`src/rtl/load_store_unit_if.sv`:
```
// Data-bus bundle between the load/store unit (master) and the memory port (slave).
// Signal names keep their LSU-side direction suffixes so both ends read the same.
interface load_store_unit_if;
  logic [31:0] dbus_addr_out;
  logic [31:0] dbus_wdata_out;
  logic [3:0]  dbus_wr_mask_out;
  logic        dbus_rd_req_out;
  logic        dbus_wr_req_out;
  logic        dbus_ack_in;
  logic [31:0] dbus_rdata_in;

  modport master (
    output dbus_addr_out, dbus_wdata_out, dbus_wr_mask_out, dbus_rd_req_out, dbus_wr_req_out,
    input  dbus_ack_in, dbus_rdata_in
  );

  modport slave (
    input  dbus_addr_out, dbus_wdata_out, dbus_wr_mask_out, dbus_rd_req_out, dbus_wr_req_out,
    output dbus_ack_in, dbus_rdata_in
  );
endinterface

```
`src/rtl/load_store_unit.sv`:
```
// Memory-access stage: one request/ack bus transaction per load or store, pipeline stall
// while it is outstanding, lane-aligned extended load data and a timeout access fault.
module load_store_unit #(
  parameter int unsigned TIMEOUT_CYCLES = 255
) (
  input  logic              clk_in,
  input  logic              reset_in,
  input  logic              ld_req_in,
  input  logic              st_req_in,
  input  logic              misaligned_in,
  input  logic              flush_in,
  input  logic [1:0]        load_size_in,
  input  logic              load_unsigned_in,
  input  logic [31:0]       addr_in,
  input  logic [31:0]       store_data_in,
  load_store_unit_if.master dbus,
  output logic              stall_out,
  output logic [31:0]       lsu_data_out,
  output logic              lsu_valid_out,
  output logic              access_fault_out
);

  typedef enum logic [1:0] {
    S_IDLE = 2'd0,
    S_REQ  = 2'd1,
    S_DONE = 2'd2
  } state_t;

  localparam logic [7:0] TIMEOUT_LAST = 8'(TIMEOUT_CYCLES - 1);

  function automatic logic [3:0] lane_mask(input logic [1:0] size, input logic [1:0] off);
    case (size)
      2'b00:   lane_mask = 4'b0001 << off;
      2'b01:   lane_mask = off[1] ? 4'b1100 : 4'b0011;
      default: lane_mask = 4'b1111;
    endcase
  endfunction

  function automatic logic [31:0] lane_wdata(input logic [1:0] size, input logic [31:0] d);
    case (size)
      2'b00:   lane_wdata = {4{d[7:0]}};
      2'b01:   lane_wdata = {2{d[15:0]}};
      default: lane_wdata = d;
    endcase
  endfunction

  function automatic logic [31:0] load_extract(input logic [1:0] size, input logic [1:0] off,
                                               input logic uns, input logic [31:0] rdata);
    logic [31:0] sh;
    logic [15:0] half;
    sh   = rdata >> {off, 3'b000};
    half = off[1] ? rdata[31:16] : rdata[15:0];
    case (size)
      2'b00:   load_extract = uns ? {24'h000000, sh[7:0]} : {{24{sh[7]}}, sh[7:0]};
      2'b01:   load_extract = uns ? {16'h0000, half} : {{16{half[15]}}, half};
      default: load_extract = rdata;
    endcase
  endfunction

  state_t      state_q, state_d;
  logic [31:0] addr_q, addr_d;
  logic [31:0] wdata_q, wdata_d;
  logic [3:0]  mask_q, mask_d;
  logic [1:0]  off_q, off_d;
  logic [1:0]  size_q, size_d;
  logic        uns_q, uns_d;
  logic        store_q, store_d;
  logic        rd_req_q, rd_req_d;
  logic        wr_req_q, wr_req_d;
  logic [7:0]  cnt_q, cnt_d;
  logic        supp_q, supp_d;
  logic [31:0] data_q, data_d;
  logic        valid_q, valid_d;
  logic        fault_q, fault_d;
  logic        accept_s;
  logic        supp_next_s;

  assign accept_s = (state_q == S_IDLE) & (ld_req_in | st_req_in) & ~misaligned_in & ~flush_in;
  assign supp_next_s = supp_q | flush_in;

  // Next-state and next-output computation for the IDLE/REQ/DONE sequence.
  always_comb begin
    state_d  = state_q;
    addr_d   = addr_q;
    wdata_d  = wdata_q;
    mask_d   = mask_q;
    off_d    = off_q;
    size_d   = size_q;
    uns_d    = uns_q;
    store_d  = store_q;
    rd_req_d = rd_req_q;
    wr_req_d = wr_req_q;
    cnt_d    = cnt_q;
    supp_d   = supp_q;
    data_d   = data_q;
    valid_d  = 1'b0;
    fault_d  = 1'b0;
    case (state_q)
      S_IDLE: begin
        if (accept_s) begin
          // Simultaneous load and store is resolved as a store.
          addr_d   = {addr_in[31:2], 2'b00};
          off_d    = addr_in[1:0];
          size_d   = load_size_in;
          uns_d    = load_unsigned_in;
          store_d  = st_req_in;
          mask_d   = st_req_in ? lane_mask(load_size_in, addr_in[1:0]) : 4'b0000;
          wdata_d  = st_req_in ? lane_wdata(load_size_in, store_data_in) : 32'h0000_0000;
          rd_req_d = ~st_req_in;
          wr_req_d = st_req_in;
          cnt_d    = 8'd0;
          supp_d   = 1'b0;
          state_d  = S_REQ;
        end else begin
          state_d = S_IDLE;
        end
      end
      S_REQ: begin
        if (dbus.dbus_ack_in) begin
          rd_req_d = 1'b0;
          wr_req_d = 1'b0;
          data_d   = store_q ? 32'h0000_0000 : load_extract(size_q, off_q, uns_q, dbus.dbus_rdata_in);
          valid_d  = ~supp_next_s;
          cnt_d    = 8'd0;
          supp_d   = 1'b0;
          state_d  = S_DONE;
        end else if (cnt_q == TIMEOUT_LAST) begin
          rd_req_d = 1'b0;
          wr_req_d = 1'b0;
          data_d   = 32'h0000_0000;
          fault_d  = ~supp_next_s;
          cnt_d    = 8'd0;
          supp_d   = 1'b0;
          state_d  = S_DONE;
        end else begin
          cnt_d  = cnt_q + 8'd1;
          supp_d = supp_next_s;
        end
      end
      S_DONE: begin
        cnt_d   = 8'd0;
        supp_d  = 1'b0;
        state_d = S_IDLE;
      end
      default: begin
        rd_req_d = 1'b0;
        wr_req_d = 1'b0;
        cnt_d    = 8'd0;
        state_d  = S_IDLE;
      end
    endcase
  end

  // State and registered outputs, synchronous reset.
  always_ff @(posedge clk_in) begin
    if (reset_in) begin
      state_q  <= S_IDLE;
      addr_q   <= 32'h0000_0000;
      wdata_q  <= 32'h0000_0000;
      mask_q   <= 4'b0000;
      off_q    <= 2'b00;
      size_q   <= 2'b00;
      uns_q    <= 1'b0;
      store_q  <= 1'b0;
      rd_req_q <= 1'b0;
      wr_req_q <= 1'b0;
      cnt_q    <= 8'd0;
      supp_q   <= 1'b0;
      data_q   <= 32'h0000_0000;
      valid_q  <= 1'b0;
      fault_q  <= 1'b0;
    end else begin
      state_q  <= state_d;
      addr_q   <= addr_d;
      wdata_q  <= wdata_d;
      mask_q   <= mask_d;
      off_q    <= off_d;
      size_q   <= size_d;
      uns_q    <= uns_d;
      store_q  <= store_d;
      rd_req_q <= rd_req_d;
      wr_req_q <= wr_req_d;
      cnt_q    <= cnt_d;
      supp_q   <= supp_d;
      data_q   <= data_d;
      valid_q  <= valid_d;
      fault_q  <= fault_d;
    end
  end

  assign dbus.dbus_addr_out    = addr_q;
  assign dbus.dbus_wdata_out   = wdata_q;
  assign dbus.dbus_wr_mask_out = mask_q;
  assign dbus.dbus_rd_req_out  = rd_req_q;
  assign dbus.dbus_wr_req_out  = wr_req_q;
  // Stall must rise in the accept cycle itself so upstream never advances past the access.
  assign stall_out        = accept_s | (state_q == S_REQ);
  assign lsu_data_out     = data_q;
  assign lsu_valid_out    = valid_q;
  assign access_fault_out = fault_q;

endmodule
```
`src/flat_wrapper.sv`:
```
// flat-port wrapper written by rule: the top's interface ports become plain ports
module load_store_unit_flat 
#(
  parameter int unsigned TIMEOUT_CYCLES = 255
)
  (clk_in, reset_in, ld_req_in, st_req_in, misaligned_in, flush_in, load_size_in, load_unsigned_in, addr_in, store_data_in, stall_out, lsu_data_out, lsu_valid_out, access_fault_out, dbus_dbus_addr_out, dbus_dbus_wdata_out, dbus_dbus_wr_mask_out, dbus_dbus_rd_req_out, dbus_dbus_wr_req_out, dbus_dbus_ack_in, dbus_dbus_rdata_in);
  load_store_unit_if dbus_i ();
  input  logic clk_in;
  input  logic reset_in;
  input  logic ld_req_in;
  input  logic st_req_in;
  input  logic misaligned_in;
  input  logic flush_in;
  input  logic [1:0] load_size_in;
  input  logic load_unsigned_in;
  input  logic [31:0] addr_in;
  input  logic [31:0] store_data_in;
  output logic stall_out;
  output logic [31:0] lsu_data_out;
  output logic lsu_valid_out;
  output logic access_fault_out;
  output wire logic [$bits(dbus_i.dbus_addr_out)-1:0] dbus_dbus_addr_out;
  output wire logic [$bits(dbus_i.dbus_wdata_out)-1:0] dbus_dbus_wdata_out;
  output wire logic [$bits(dbus_i.dbus_wr_mask_out)-1:0] dbus_dbus_wr_mask_out;
  output wire logic [$bits(dbus_i.dbus_rd_req_out)-1:0] dbus_dbus_rd_req_out;
  output wire logic [$bits(dbus_i.dbus_wr_req_out)-1:0] dbus_dbus_wr_req_out;
  input wire logic [$bits(dbus_i.dbus_ack_in)-1:0] dbus_dbus_ack_in;
  input wire logic [$bits(dbus_i.dbus_rdata_in)-1:0] dbus_dbus_rdata_in;
  assign dbus_dbus_addr_out = dbus_i.dbus_addr_out;
  assign dbus_dbus_wdata_out = dbus_i.dbus_wdata_out;
  assign dbus_dbus_wr_mask_out = dbus_i.dbus_wr_mask_out;
  assign dbus_dbus_rd_req_out = dbus_i.dbus_rd_req_out;
  assign dbus_dbus_wr_req_out = dbus_i.dbus_wr_req_out;
  assign dbus_i.dbus_ack_in = dbus_dbus_ack_in;
  assign dbus_i.dbus_rdata_in = dbus_dbus_rdata_in;
  load_store_unit #(.TIMEOUT_CYCLES(TIMEOUT_CYCLES)) u_core (.clk_in(clk_in), .reset_in(reset_in), .ld_req_in(ld_req_in), .st_req_in(st_req_in), .misaligned_in(misaligned_in), .flush_in(flush_in), .load_size_in(load_size_in), .load_unsigned_in(load_unsigned_in), .addr_in(addr_in), .store_data_in(store_data_in), .dbus(dbus_i), .stall_out(stall_out), .lsu_data_out(lsu_data_out), .lsu_valid_out(lsu_valid_out), .access_fault_out(access_fault_out));
endmodule
```
`config.mk`:
```
export PLATFORM = sky130hd
export DESIGN_NAME = load_store_unit_flat
export DESIGN_NICKNAME = d
export VERILOG_FILES = /design/src/rtl/load_store_unit_if.sv /design/src/rtl/load_store_unit.sv /design/src/flat_wrapper.sv
export SDC_FILE = /design/constraint.sdc
export NUM_CORES = 1
export LEC_CHECK = 0
export ABC_AREA = 1
export BUFFER_PORTS_ARGS = -buffer_cell sky130_fd_sc_hd__buf_2
export CORE_MARGIN = 3
export CORE_UTILIZATION = 30
export CTS_CLUSTER_SIZE = 16
export DETAILED_ROUTE_END_ITERATION = 8
export PLACE_DENSITY = 0.59
export SLEW_MARGIN = 40
export SYNTH_ARGS = -nofsm -noshare
export SYNTH_HDL_FRONTEND = slang
export SYNTH_SLANG_ARGS = --single-unit
```
`constraint.sdc`:
```
create_clock -name clk_in -period 1.4 [get_ports clk_in]
set_input_delay 0.14 -clock clk_in [delete_from_list [all_inputs] [get_ports clk_in]]
set_output_delay 0.14 -clock clk_in [all_outputs]
set_load 0.01 [all_outputs]
```
==> impl_metrics.json, run 1 <==
{
  "cp_slowest_cell": "dfxtp_2",
  "cts_tree": "done",
  "ios": 211,
  "finalWirelength_um": 19530,
  "fin_area_mm2": 0.009019,
  "fin_nets": 1164,
  "drc": 0,
  "rows": 48,
  "worstPathCellList": "inv_2 -> ha_4 -> nand3_4 -> buf_12 -> nand2_4 -> buf_6",
  "worstSetupStartpointType": "flop",
  "setup_slack_ns": -0.1049,
  "fp.dieH_um": 140.7,
  "grt_use_total_pct": 18.11,
  "wl_per_cell_um": 15.14,
  "rsz0062_at_grt": "yes",
  "synth_area_leaders": "dfxtp_1 44%, nand2_1 13%, a21oi_1 11%",
  "worstPathArrival_ns": 1.36,
  "p_total_w": 0.009745,
  "area_growth_pct": 65.78,
  "grt_max_degree": 75,
  "tightest_slew_ns": 0.5087,
  "leakage_nw": 4.021,
  "cts_max_path_buffers": 2,
  "syn_area_mm2": 0.005440,
  "async_flop_share_pct": 0,
  "clk_pin_slew_ns": 0.06,
  "ys_seq_area_share_pct": 43.79,
  "cp_slowest_stage_delay_ns": 0.33,
  "period_share_pct": 107.5,
  "grt_antenna_before_repair": 2,
  "path_delay_family": "flip-flops",
  "cts_buffers": 17,
  "netlist-cell-type-count": 32,
  "synth_edf_count": 0,
  "required_ns": 1.26,
  "placed_area_mm2": 0.007122,
  "cap_violations": 0,
  "worstPathBufferInverterCount": 3,
  "violations": "hold timing, setup timing",
  "finalClockSkew_ns": 0.009256,
  "num_vias": 6160,
  "critPathMaxFanout": 4,
  "htreeDepth": 4,
  "die_w_um": 140.7,
  "synth.avg_cell_area_um2": 7.056,
  "initial_core_util_pct": 31.02,
  "synth-main-ff-cell": "dfxtp_1",
  "maxSlewViolCount": 0,
  "setup_tns_ns": -2.379,
  "whs_ns": -0.0002853,
  "numPortBuffers": 208,
  "dieArea_mm2": 0.01979,
  "drt_first_pass_iters": 4,
  "grt_pass1_vias": 5687,
  "coreArea_mm2": 0.01754,
  "syn_inst": 771,
  "max_slew_margin_pct": 66.09,
  "synth_most_common_cell": "nand2_1",
  "drt-initial-drc-count": 284,
  "ctsRootBufferMaster": "clkbuf_16",
  "min_path_type": "primary input to flop",
  "fmax_ghz": 0.6645,
  "status": "finished with violations",
  "ant_nets": 0,
  "place_congestion": 0.8812,
  "peakVddDrop_mv": 0.8231,
  "n_fill_cell": 1693,
  "yosys_warnings": 0,
  "hold_viol_final": 1,
  "cp-end-kind": "output port",
  "synth_area_leader_cell": "dfxtp_1",
  "power_density_mw_per_mm2": 1081,
  "grt.overflow.total": 0,
  "synthTopCellsByCount": "184 x nand2_1, 119 x dfxtp_1, 115 x a21oi_1, 68 x inv_1, 64 x o21ai_0",
  "finalCriticalPeriod_ns": 1.505,
  "setup_viol": 64,
  "hpwl_um": 13020,
  "grt_pass1_wl_um": 28980,
  "synth_seq_cells": 119,
  "clock_latency_ns": 0.42,
  "clock_sinks": 119,
  "vias_per_cell": 4.775,
  "path_class": "flop to output port",
  "antenna_cells": 0,
  "detailedPlace.worstSlack_ns": -0.1631,
  "synth_top_area_share_pct": 43.79,
  "drive_gt1_share_pct": 47.14
}
sequential cells by signal, summed over array words and instances, names as in the netlist:
name / flops
u_core.cnt_q: 8
u_core.dbus.dbus_wr_req_out: 1
u_core.store_q: 1
u_core.access_fault_out: 1
u_core.lsu_valid_out: 1
u_core.supp_q: 1
u_core.off_q: 2
u_core.dbus.dbus_wdata_out: 32
u_core.dbus.dbus_addr_out: 30
u_core.uns_q: 1
u_core.size_q: 2
u_core.dbus.dbus_rd_req_out: 1
u_core.lsu_data_out: 32
u_core.dbus.dbus_wr_mask_out: 4
u_core.state_q: 2
report_power, final:
| group | internal (W) | switching (W) |
|---|---|---|
| Clock | 0.00271 | 0.00175 |
| Combinational | 0.000713 | 0.000946 |
| Sequential | 0.00354 | 0.0000837 |
kinds of logic after synthesis:
logic type,count (synthesis),share of synthesized area (%)
other,1,0.06893
and+or+nand+nor,324,25.60
AOI/OAI and AO/OA,199,19.60
xor gates and xnor gates,2,0.3220
adders and majority gates,6,1.380
buffers and inverters,120,9.246
DFF,119,43.79
final timing paths:
path,to,from,cells past startpoint,slack (ns)
hold / removal,u_core.dbus.dbus_addr_out[25],addr_in[25],3,-0.0003
setup reg to reg,u_core.dbus.dbus_addr_out[19],u_core.state_q[0],8,-0.09
hold reg to reg,u_core.dbus.dbus_addr_out[3],u_core.dbus.dbus_addr_out[3],2,0.44
setup / recovery,stall_out,u_core.state_q[0],6,-0.10
tightest hold or removal path: stages:
cell	delay, ns
buf_2	0.07
o21ai_1	0.06
a21oi_1	0.10
layout by cell type (no fill, tap or decap), types with 5 or more instances in the layout:
| cell type | instances |
|---|---|
| a21oi_1 | 72 |
| nand3_2 | 26 |
| o21ai_1 | 22 |
| dfxtp_2 | 8 |
| nor2_2 | 12 |
| buf_4 | 54 |
| nand2_1 | 158 |
| inv_6 | 7 |
| buf_12 | 11 |
| o221ai_2 | 5 |
| clkbuf_16 | 21 |
| nand2_2 | 29 |
| buf_2 | 207 |
| o21ai_0 | 40 |
| nand3_4 | 14 |
| buf_6 | 8 |
| dlygate4sd3_1 | 22 |
| nand2_4 | 11 |
| nand3_1 | 19 |
| nor2_1 | 45 |
| a21oi_2 | 47 |
| a21oi_4 | 6 |
| dfxtp_1 | 110 |
| inv_1 | 59 |
| inv_2 | 8 |
through the flow:
| step | std cells | utilization (%) | hold WS (ns) |
|---|---|---|---|
| floorplan | 772 | - | 0.2187 |
| global placement | 1216 | 40.61 | 0.3803 |
| detailed placement | 1216 | 40.61 | 0.3837 |
| CTS | 1279 | 46.68 | 0.0003259 |
| global route | 1290 | 51.43 | 0.00006986 |
| finish | 1290 | 51.43 | -0.0002853 |
area by class of cell:
class	count	area, um2	area share [%]
multi-input cells	535	3337	37.00
clock inverters	14	162.7	1.804
well taps	225	281.5	3.122
repair buffers	307	2100	23.28
inverters	72	302.8	3.357
flip-flops and latches	119	2396	26.57
clock buffers	18	439.2	4.870
layer usage:
metal / GRT usage (%) / share of wire [%]
met3: 6.275 / 8.3
met5: 0 / 0.13
met1: 22.79 / 43
met4: 7.088 / 1.9
met2: 28.55 / 47
what timing repair did:
action                                  in CTS  in global routing
setup buffers                                6                  6
gates cloned                                 3                  5
endpoints found under the setup margin     107                115
pin swaps                                   13                 44
hold buffers                                22                  0
gates resized for setup                     45                185
hold endpoints to repair                    22                  0
Note: power is estimated with default switching activity, not from simulation.
==> run 2, diff against run 1 <==
--- a/config.mk
+++ b/config.mk
@@ -7,11 +7,11 @@
 export LEC_CHECK = 0
 export ABC_AREA = 1
 export BUFFER_PORTS_ARGS = -buffer_cell sky130_fd_sc_hd__buf_2
-export CORE_MARGIN = 3
 export CORE_UTILIZATION = 30
 export CTS_CLUSTER_SIZE = 16
 export DETAILED_ROUTE_END_ITERATION = 8
 export PLACE_DENSITY = 0.59
+export SETUP_SLACK_MARGIN = 0.05
 export SLEW_MARGIN = 40
 export SYNTH_ARGS = -nofsm -noshare
 export SYNTH_HDL_FRONTEND = slang
==> run 2 against run 1 <==
Against the previous run:
- the run still ends with hold timing, setup timing left
- hold slack worse by 0.0038 ns
- power is 2.4% lower
- sequential share of layout area down 0.14 points
- global-route usage up 2.5 points
- wire length barely moved
- highest routed layer is now met4
- critical endpoint unchanged
- critical path type unchanged
- combinational power increased by 2%
- clock-buffer cell count grew 2
- register-to-register slack got worse by 0.02 ns
- first-iteration DRC count up 1.8%
- non-clock buffer count grew 9
==> impl_metrics.json, run 2 (synthesis gave the netlist of run 1 again) <==
{
  "clk_pin_slew_ns": 0.06,
  "ios": 211,
  "grt.overflow.total": 0,
  "drt-initial-drc-count": 289,
  "grt.met2_usage_pct": 34.72,
  "numPortBuffers": 208,
  "setup_slack_ns": -0.1595,
  "vias_per_cell": 4.715,
  "grt.busiest_layer": "met2",
  "cts_buffers": 17,
  "grt_use_total_pct": 20.58,
  "p_total_w": 0.009512,
  "wl_per_cell_um": 15.04,
  "mostFrequentLayoutCell": "buf_2",
  "setup_tns_ns": -4.296,
  "drt_first_pass_iters": 4,
  "coreArea_mm2": 0.01748,
  "grt_max_degree": 75,
  "fin_nets": 1174,
  "grt_antenna_before_repair": 1,
  "fin_area_mm2": 0.009049,
  "rows": 48,
  "path_class": "flop to output port",
  "rrSetupSlack_ns": -0.11,
  "fp.dieH_um": 136.7,
  "layout_common_cells": "207 x buf_2, 175 x nand2_1, 114 x dfxtp_1",
  "ctsRootBufferMaster": "clkbuf_16",
  "required_ns": 1.26,
  "die_w_um": 136.7,
  "drive_gt1_share_pct": 43.48,
  "fmax_ghz": 0.6412,
  "drc": 0,
  "critPathMaxFanout": 3,
  "hold_viol_final": 1,
  "min_path_type": "primary input to flop",
  "worstPathArrival_ns": 1.42,
  "gr-usage-met3_pct": 6.519,
  "rsz0062_at_grt": "yes",
  "met1_usage_pct": 24.08,
  "finalCriticalPeriod_ns": 1.560,
  "htreeDepth": 4,
  "placed_area_mm2": 0.007093,
  "ant_nets": 0,
  "stdcell_count": 1300,
  "dpl.cell_count": 1207,
  "clock_sinks": 119,
  "grt_pass1_wl_um": 29410,
  "cts_tree": "done",
  "peakVddDrop_mv": 0.8488,
  "cap_violations": 0,
  "power_density_mw_per_mm2": 1051,
  "maxSlewViolCount": 0,
  "violations": "hold timing, setup timing",
  "whs_ns": -0.004044,
  "dieArea_mm2": 0.01868,
  "clock_latency_ns": 0.42,
  "finalWirelength_um": 19550,
  "finalClockSkew_ns": 0.007961,
  "num_vias": 6130,
  "hpwl_um": 12210,
  "status": "finished with violations",
  "cp-end-kind": "output port",
  "detailedPlace.worstSlack_ns": -0.1324,
  "area_growth_pct": 66.33,
  "worstSetupStartpointType": "flop",
  "period_share_pct": 111.4,
  "cts_max_path_buffers": 2,
  "setup_viol": 78,
  "initial_core_util_pct": 31.13,
  "grt_pass1_vias": 5789,
  "leakage_nw": 4.038,
  "place_congestion": 0.8704
}
## run 2: what timing repair did
action / in CTS / in global routing
hold endpoints to repair: 19 / 4
endpoints found under the setup margin: 116 / 118
cloned: 11 / 3
pin swaps: 24 / 23
hold buffers: 19 / 4
resized for setup: 66 / 120
buffers inserted: 19 / 6
## run 2: final cells by class
cell class / count / area, um2
repair inverters: 2 / 27.53
well taps: 225 / 281.5
multi-input cells: 534 / 3172
fillers: 1671 / 8428
diodes: 1 / 2.502
clock inverters: 11 / 101.3
inverters: 72 / 307.8
flip-flops and latches: 119 / 2391
clock buffers: 20 / 466.7
repair buffers: 316 / 2298
## run 2: power breakdown
group          switching (W)  internal [W]
Sequential         0.0000839       0.00354
Combinational       0.000941      0.000759
Clock                0.00163       0.00256
Total                0.00265       0.00686
## run 2: per-stage QoR
| step | hold WS, ns | util (%) |
|---|---|---|
| 2_1_floorplan | 0.2187 | - |
| 3_3_place_gp | 0.3476 | 40.59 |
| 3_5_place_dp | 0.3421 | 40.59 |
| 4_1_cts | 0.0002449 | 48.58 |
| 5_1_grt | 0.003684 | 51.78 |
| 6_report | -0.004044 | 51.78 |
## run 2: worst max-delay path, cell delays in order, from the launching register on
cell and delay, ns:
dfxtp_4 0.35, inv_4 0.06, ha_4 0.14, nand3_4 0.07
buf_6 0.13, buf_6 0.10, nand2_2 0.05, buf_6 0.09
## run 2: final timing paths
kind | start | endpoint | cells past startpoint
worst max-delay path | u_core.state_q[0] | stall_out | 7
worst min-delay path | addr_in[24] | u_core.dbus.dbus_addr_out[24] | 3
worst max register to register | u_core.state_q[0] | u_core.dbus.dbus_wdata_out[7] | 8
worst min register to register | u_core.dbus.dbus_addr_out[27] | u_core.dbus.dbus_addr_out[27] | 2
## run 2: per-layer routing
layer / routed length [um] / vias to the layer above
met2: 9349 / 234
met4: 462 / 0
met5: 0 / -
met1: 8106 / 2751
li1: - / 3111
met3: 1632 / 34
==> run 3, diff against run 2 <==
--- a/config.mk
+++ b/config.mk
@@ -11,7 +11,6 @@
 export CTS_CLUSTER_SIZE = 16
 export DETAILED_ROUTE_END_ITERATION = 8
 export PLACE_DENSITY = 0.59
-export SETUP_SLACK_MARGIN = 0.05
 export SLEW_MARGIN = 40
 export SYNTH_ARGS = -nofsm -noshare
 export SYNTH_HDL_FRONTEND = slang
==> run 3 against run 2 <==
Against the previous run:
- the run ends with setup timing left
- clock power barely moved
- sequential cell count did not move
- non-clock buffer count fell by 9
- critical path depth fell by 1
- sequential share of layout area fell by 0.092 points
- power rose by 0.86%
- global-route usage fell by 1.6 points
- largest cell class unchanged
- wire length rose by 0.91%
- utilization rose by 0.21 points
- cell count fell by 0.69%
- hold slack improved by 0.017 ns
- cell area rose by 0.40%
==> impl_metrics.json, run 3 (synthesis gave the netlist of run 1 again) <==
{
  "drt_first_pass_iters": 5,
  "grt.overflow.total": 0,
  "rrSetupSlack_ns": -0.11,
  "p_int_w": 0.006914,
  "grt_max_degree": 75,
  "fmax_ghz": 0.6577,
  "setup_slack_ns": -0.1204,
  "hold_viol_final": 0,
  "path_class": "flop to output port",
  "wl_met2_um": 9590,
  "required_ns": 1.26,
  "grt_pass1_vias": 5543,
  "startpoint": "u_core.state_q[0]",
  "fin_nets": 1165,
  "cts_buffers": 17,
  "period_share_pct": 108.6,
  "met1_length_um": 8298,
  "violations": "setup timing",
  "finalWirelength_um": 19730,
  "coreArea_mm2": 0.01748,
  "clk_pin_slew_ns": 0.05,
  "ctsRootBufferMaster": "clkbuf_16",
  "cap_violations": 0,
  "combPwrFrac_pct": 18.8,
  "p_total_w": 0.009594,
  "die_w_um": 136.7,
  "maxSlewViolCount": 0,
  "setup_tns_ns": -1.421,
  "finalClockSkew_ns": 0.009085,
  "status": "finished with violations",
  "timing.rr.end": "u_core.lsu_data_out[11]",
  "min_from": "addr_in[8]",
  "fp.dieH_um": 136.7,
  "setup_viol": 45,
  "finalCriticalPeriod_ns": 1.520,
  "drive_gt1_share_pct": 46.67,
  "ios": 211,
  "grt_pass1_wl_um": 27620,
  "clock_latency_ns": 0.41,
  "htreeDepth": 4,
  "whs_ns": 0.01338,
  "vias_per_cell": 4.809,
  "p_clk_share_pct": 43.5,
  "critPathMaxFanout": 4,
  "grt_use_total_pct": 19.00,
  "clock_sinks": 119,
  "dieArea_mm2": 0.01868,
  "rows": 48,
  "initial_core_util_pct": 31.13,
  "grt_antenna_before_repair": 0,
  "hpwl_um": 12490,
  "num_vias": 6209,
  "ant_nets": 0,
  "drt-initial-drc-count": 352,
  "r2r_start": "u_core.state_q[1]",
  "drc": 0,
  "wl_per_cell_um": 15.28,
  "mostFrequentLayoutCell": "buf_2",
  "layout_common_cells": "207 x buf_2, 158 x nand2_1, 113 x dfxtp_1",
  "numPortBuffers": 208,
  "wl_met3_um": 1557,
  "detailedPlace.worstSlack_ns": -0.2139,
  "pwr-share-seq_pct": 37.7,
  "area_growth_pct": 67.00,
  "swShare_pct": 27.93,
  "min_path_type": "primary input to flop",
  "rsz0062_at_grt": "yes",
  "place_congestion": 0.8831,
  "cp-end-kind": "output port",
  "crit_path_end": "stall_out",
  "leakage_nw": 4.089,
  "power_density_mw_per_mm2": 1056,
  "ff2ff_path_depth": 10,
  "top_layer": "met4",
  "p_switching_w": 0.002679,
  "peakVddDrop_mv": 0.7846,
  "worstPathArrival_ns": 1.38,
  "cts_max_path_buffers": 2,
  "worstSetupStartpointType": "flop",
  "cts_tree": "done"
}
-- run 3: cell types whose count changed in the layout (fill, tap and decap cells not counted), moves of 10 or more --
cell,before,now
a21oi_1,88,76
buf_4,56,42
nand2_1,175,158
nand2_2,18,29
nand3_1,31,53
nand3_2,14,2
o21ai_0,37,23
o21ai_1,19,9
o21ai_2,8,30
-- run 3: metrics by stage --
step                util (%)  std cells  area (um2)
floorplan                  -        772        5470
global placement       40.51       1212        7079
detailed placement     40.51       1212        7079
CTS                    45.99       1271        8038
global route           51.97       1290        9082
finish                 51.98       1291        9085
-- run 3: metal layers --
layer	vias to the layer above	track usage, %
met3	25	5.519
li1	3074	-
met2	232	30.74
met5	-	0
met1	2878	24.20
met4	0	5.926
-- run 3: area by class of cell --
class                   instances  area, um2
repair inverters                2      31.28
inverters                      72      300.3
multi-input cells             534       3296
fillers                      1668       8392
clock buffers                  18      429.2
flip-flops and latches        119       2392
repair buffers                307       2218
diodes                          1      2.502
well taps                     225      281.5
clock inverters                13      133.9
-- run 3: power groups by stage --
stage	Sequential (W)	Combinational, W	Clock [W]
after global placement	0.00368	0.00134	0
final	0.00362	0.00180	0.00417
after global routing	0.00364	0.00197	0.00442
after floorplan	0.00374	0.000689	0
after CTS	0.00361	0.00147	0.00427
after detailed placement	0.00368	0.00134	0
-- run 3: worst min-delay path by stage --
stage	to	cells past startpoint
6_report	u_core.dbus.dbus_addr_out[8]	3
5_1_grt	u_core.dbus.dbus_addr_out[28]	3
4_1_cts	u_core.dbus.dbus_addr_out[6]	3
3_5_place_dp	u_core.dbus.dbus_wdata_out[5]	3
3_3_place_gp	u_core.dbus.dbus_wdata_out[4]	3
2_1_floorplan	u_core.lsu_valid_out	1
-- run 3: timing repair --
| action | 4_1_cts | 5_1_grt |
|---|---|---|
| setup buffers | 6 | 9 |
| gates resized for setup | 71 | 197 |
| gates cloned | 1 | 12 |
| hold buffers | 21 | 0 |
| pin swaps | 8 | 49 |
| endpoints found under the hold margin | 21 | 0 |
| setup endpoints to repair | 117 | 118 |
-- run 3: worst max-delay path, stage by stage (launching register included) --
cell and delay [ns]:
dfxtp_4 0.36, inv_4 0.06, ha_4 0.17, nand3_4 0.09
buf_8 0.14, nand2_4 0.05, buf_6 0.10
